**config.mk**
```make
export PLATFORM = sky130hd
export DESIGN_NAME = ccff_bitstream_loader
export DESIGN_NICKNAME = d
export VERILOG_FILES = /design/src/rtl/ccff_bitstream_loader.sv
export SDC_FILE = /design/constraint.sdc
export NUM_CORES = 1
export LEC_CHECK = 0
export BUFFER_PORTS_ARGS = -buffer_cell sky130_fd_sc_hd__clkbuf_2
export CAP_MARGIN = 20
export CELL_PAD_IN_SITES_DETAIL_PLACEMENT = 1
export CELL_PAD_IN_SITES_GLOBAL_PLACEMENT = 1
export CORE_AREA = 5 5 71 73
export DETAILED_ROUTE_END_ITERATION = 12
export DIE_AREA = 0 0 76 78
export MAX_ROUTING_LAYER = met4
export PLACE_DENSITY_LB_ADDON = 0.1
export SKIP_LAST_GASP = 1
export SLEW_MARGIN = 5
export SYNTH_ARGS = -nofsm -noshare
export SYNTH_HDL_FRONTEND = slang
export SYNTH_SLANG_ARGS = --single-unit
```
**constraint.sdc**
```tcl
create_clock -name prog_clk -period 2.2 [get_ports prog_clk]
set_clock_uncertainty 0.05 [all_clocks]
set_input_delay 0 -clock prog_clk [delete_from_list [all_inputs] [get_ports prog_clk]]
set_output_delay 0 -clock prog_clk [all_outputs]
set_load 0.02 [all_outputs]
```
**src/rtl/ccff_bitstream_loader.sv**
```systemverilog
// ccff_bitstream_loader: serializes bitstream words onto a config-chain head.
// Define CCFF_READBACK_EN to add chain recirculation with CRC-16 verify.
module ccff_bitstream_loader #(
    parameter int CHAIN_LEN = 58,
    parameter int WORD_W    = 8
) (
    input  logic              prog_clk,
    input  logic              pReset_n,
    input  logic              start,
    input  logic [WORD_W-1:0] cfg_data,
    input  logic              cfg_valid,
    output logic              cfg_ready,
    output logic              ccff_head,
    output logic              ccff_shift_en,
    input  logic              ccff_tail,
    output logic              busy,
    output logic              done,
    output logic              error
);
    localparam int CW = $clog2(CHAIN_LEN + 1);
    localparam int LW = $clog2(WORD_W + 1);
    localparam logic [CW-1:0] LAST = CW'(CHAIN_LEN - 1);
    localparam logic [LW-1:0] FULL = LW'(WORD_W);
    localparam logic [LW-1:0] ONE  = LW'(1);

    typedef enum logic [1:0] {
        S_IDLE,
        S_LOAD,
        S_VERIFY,
        S_DONE
    } state_t;

    state_t            r_state;
    state_t            w_next;
    logic [CW-1:0]     r_cnt;
    logic [WORD_W-1:0] r_buf;
    logic [LW-1:0]     r_left;
    logic              w_start;
    logic              w_accept;
    logic              w_last;
    logic              w_load_shift;

    assign w_start      = (r_state == S_IDLE) && start;
    assign w_accept     = cfg_valid && cfg_ready;
    assign w_last       = (r_cnt == LAST);
    assign w_load_shift = (r_state == S_LOAD) && ccff_shift_en;
    assign busy         = (r_state != S_IDLE);

    always_ff @(posedge prog_clk or negedge pReset_n) begin
        if (!pReset_n) begin
            r_state <= S_IDLE;
        end else begin
            r_state <= w_next;
        end
    end

    always_comb begin
        w_next = r_state;
        unique case (r_state)
            S_IDLE: begin
                if (start) w_next = S_LOAD;
            end
            S_LOAD: begin
                if (ccff_shift_en && w_last) begin
`ifdef CCFF_READBACK_EN
                    w_next = S_VERIFY;
`else
                    w_next = S_DONE;
`endif
                end
            end
            S_VERIFY: begin
                if (w_last) w_next = S_DONE;
            end
            S_DONE: begin
                w_next = S_IDLE;
            end
            default: begin
                w_next = S_IDLE;
            end
        endcase
    end

    // The refill on the last shifting bit is suppressed on the final chain bit
    always_comb begin
        cfg_ready     = 1'b0;
        ccff_shift_en = 1'b0;
        ccff_head     = 1'b0;
        done          = 1'b0;
        unique case (r_state)
            S_LOAD: begin
                ccff_shift_en = (r_left != '0);
                ccff_head     = r_buf[0];
                cfg_ready     = (r_left == '0) || ((r_left == ONE) && !w_last);
            end
`ifdef CCFF_READBACK_EN
            S_VERIFY: begin
                ccff_shift_en = 1'b1;
                ccff_head     = ccff_tail;
            end
`endif
            S_DONE: begin
                done = 1'b1;
            end
            default: begin
            end
        endcase
    end

    always_ff @(posedge prog_clk or negedge pReset_n) begin
        if (!pReset_n) begin
            r_cnt  <= '0;
            r_buf  <= '0;
            r_left <= '0;
        end else begin
            if (w_start) begin
                r_cnt <= '0;
            end else if (ccff_shift_en) begin
                r_cnt <= w_last ? '0 : r_cnt + 1'b1;
            end
            if (w_accept) begin
                r_buf  <= cfg_data;
                r_left <= FULL;
            end else if (w_load_shift) begin
                if (w_last) begin
                    r_buf  <= '0;
                    r_left <= '0;
                end else begin
                    r_buf  <= r_buf >> 1;
                    r_left <= r_left - 1'b1;
                end
            end
        end
    end

`ifdef CCFF_READBACK_EN
    function automatic logic [15:0] crc_step(input logic [15:0] c, input logic b);
        return {c[14:0], 1'b0} ^ ((c[15] ^ b) ? 16'h1021 : 16'h0000);
    endfunction

    logic [15:0] r_crc_load;
    logic [15:0] r_crc_tail;
    logic [15:0] w_crc_tail_nx;
    logic        r_error;

    assign w_crc_tail_nx = crc_step(r_crc_tail, ccff_tail);
    assign error         = r_error;

    always_ff @(posedge prog_clk or negedge pReset_n) begin
        if (!pReset_n) begin
            r_crc_load <= 16'hFFFF;
            r_crc_tail <= 16'hFFFF;
            r_error    <= 1'b0;
        end else if (w_start) begin
            r_crc_load <= 16'hFFFF;
            r_crc_tail <= 16'hFFFF;
            r_error    <= 1'b0;
        end else if (w_load_shift) begin
            r_crc_load <= crc_step(r_crc_load, ccff_head);
        end else if (r_state == S_VERIFY) begin
            r_crc_tail <= w_crc_tail_nx;
            if (w_last) r_error <= (w_crc_tail_nx != r_crc_load);
        end
    end
`else
    logic w_unused_tail;
    assign w_unused_tail = ccff_tail;
    assign error         = 1'b0;
`endif

endmodule

```
==> impl_metrics.ini <==
[die]
io_pins = 19
core_area_sq_mm = 0.00429
die_h_um = 78
dieArea_sq_mm = 0.00593
num_rows = 24
die_x_um = 76
initial_core_util_pct = 28.9

[routing]
first_iter_violations = 47
vias = 1014
detail-route-antenna-nets = 0
viasPerCell = 5.04
dr.pass1.iters = 4
avgRoutedWirePerCell_um = 15.2
drc = 0
drt_wl_total_mm = 3.06

[worst_setup_path]
cp_max_fo = 6
criticalPathCategory = reg2reg
timing.rr.start = r_state[0]
start_kind = flop
crit_start = r_state[0]
end_kind = flop
cp_data_arrival_time_ns = 2.04
required_ns = 2.34

[clock_tree]
cts_buffer_depth = 2
htree_levels = 1
post_cts_buffers = 0
insertion_delay_ns = 0.26
clkSlewWorstSetupHoldPaths_ns = 0.07
ctsHoldBuffers = 9
cts_buffers = 3
cts_sinks = 20
post_cts_resized = 0
cts_root_buffer = clkbuf_8
cts_tree = yes

[logic_synthesis]
syn_area_per_cell_sq_um = 9.85
synth_fp_nets = 148
synth.top_cells.by_area = dfrtp_1, ha_1, a31oi_1, nand3_1, nor2_1
syn_area_sq_mm = 0.00124
syn_inst = 126
synth-edff-count = 0
synthArstFlopShare_pct = 100
synth_ff_type = dfrtp_1
ys_types = 40
synth_top_cell_by_area = dfrtp_1
synth.yosys.seq_area_share_pct = 40.3
yosysWarningCount = 0
synth_top_area_share_pct = 40.3
ys_ff_latch = 20

[global_routing]
antenna_found_initial = 0
grt_pass1_wl_mm = 5.39
grt_pass1_vias = 1168
grt_util_all_layers_pct = 11.3
gr-total-overflow = 0
grt_max_degree = 21

[placed_design]
dp.cells = 189
dpl-instance-area_sq_mm = 0.00135
gp_congestion = 0.729
numPortBuffers = 16
dp_hpwl_mm = 2.24

[finish]
nNetsFinal = 173
syn_to_final_growth_pct = 19.6
final_cell_mix = dfrtp_1, clkbuf_2, nor2_1
mostFrequentLayoutCell = dfrtp_1
fin_cells = 201
num_antenna_cells = 0
postLayoutCellArea_sq_mm = 0.00148
drive_above_1_share_pct = 22.8

[worst_hold_path]
worstHoldStart = start
hold_path.class = in2reg

[power]
seqPwrFrac_pct = 36.1
comb_power_share_pct = 51.1
leakage_nw = 0.713
ir_worst_vdd_uv = 349
switching_share_pct = 43.8
p_int_mw = 1.08
power_density_mw_per_mm2 = 1290
p_sw_uw = 841
clkPwrFrac_pct = 12.8

[outcome]
run_status = complete, no violations

[timing]
setup_viol = 0
slew_headroom_pct = 63.7
finalSetupTns_ns = 0
period_share_pct = 86.7
rsz0062_at_grt = no
drv_slew = 0
max_freq_ghz = 0.524
hold_viol_final = 0
tightest_slew_ns = 0.544
fin_crit_ns = 1.91

[flow_run]
maxCapViolCount = 0
-- final cells by class --
type,count,area (sq um)
clock buffer,3,41.3
fill,494,2810
inverter,9,36.3
multi-input combinational,90,656
sequential,20,500
tap,52,65.1
timing repair buffer,27,185
-- routing by layer --
metal	vias up	GRT usage, %	wire length [um]
li1	492	-	-
met1	500	13.2	1410
met2	17	18.8	1470
met3	5	2.31	113
met4	0	4.98	59
met5	-	-	0
-- worst max-delay path: stages, from the launching register on --
cell     delay (ns)
dfrtp_1        0.42
inv_1          0.12
ha_1           0.17
and2_1         0.34
a21oi_2        0.09
or4_1          0.47
a21oi_1        0.17
-- kinds of logic after synthesis --
kind of cell               synth area share [%]
DFF                                        40.3
muxes                                      2.62
AOI/OAI and AO/OA                          20.0
other                                     0.302
buffers and inverters                      6.85
and+or+nand+nor                            20.9
adders and majority gates                  9.07
-- registers in the layout, indices dropped and copies added, names as in the netlist --
name / count
r_buf: 8
r_cnt: 6
r_left: 4
r_state: 2
-- Yosys cell counts, types with 2 or more instances --
library cell / number
ha_1: 9
or2_2: 2
o21ai_0: 3
inv_1: 8
nor2_1: 12
a2bb2oi_1: 2
buf_2: 3
nand2_1: 10
a311oi_2: 2
a21oi_1: 3
and2_1: 2
mux2_2: 2
buf_4: 3
a31oi_1: 9
nand3_1: 11
o211a_1: 2
dfrtp_1: 20
-- final timing paths --
path                              end  cells past startpoint  slack (ns)
max in group asynchronous    r_cnt[1]                      2        1.54
max                          r_cnt[5]                      6        0.29
min in group asynchronous  r_state[0]                      2        0.20
max reg2reg                  r_cnt[5]                      6        0.29
min reg2reg                  r_buf[7]                      2        0.46
min                        r_state[0]                      3        0.07
-- power by group through the flow --
stage	sequential, mW	combinational [mW]	clock [mW]
final	0.693	0.979	0.246
after global routing	0.714	1.11	0.270
after CTS	0.694	1.01	0.261
after detailed placement	0.701	0.990	0
after global placement	0.690	0.958	0
after floorplan	0.653	0.797	0
-- stage by stage --
stage / total power [mW] / hold slack, ns / util (%) / worst slack (ns)
floorplan: 1.45 / -0.346 / - / 0.369
global placement: 1.65 / -0.0338 / 31.5 / 0.344
detailed placement: 1.69 / -0.0243 / 31.5 / 0.287
CTS: 1.96 / 0.0543 / 34.6 / 0.275
global route: 2.10 / 0.0850 / 34.6 / 0.146
finish: 1.92 / 0.0661 / 34.6 / 0.293
(Power assumes the default switching activity.)
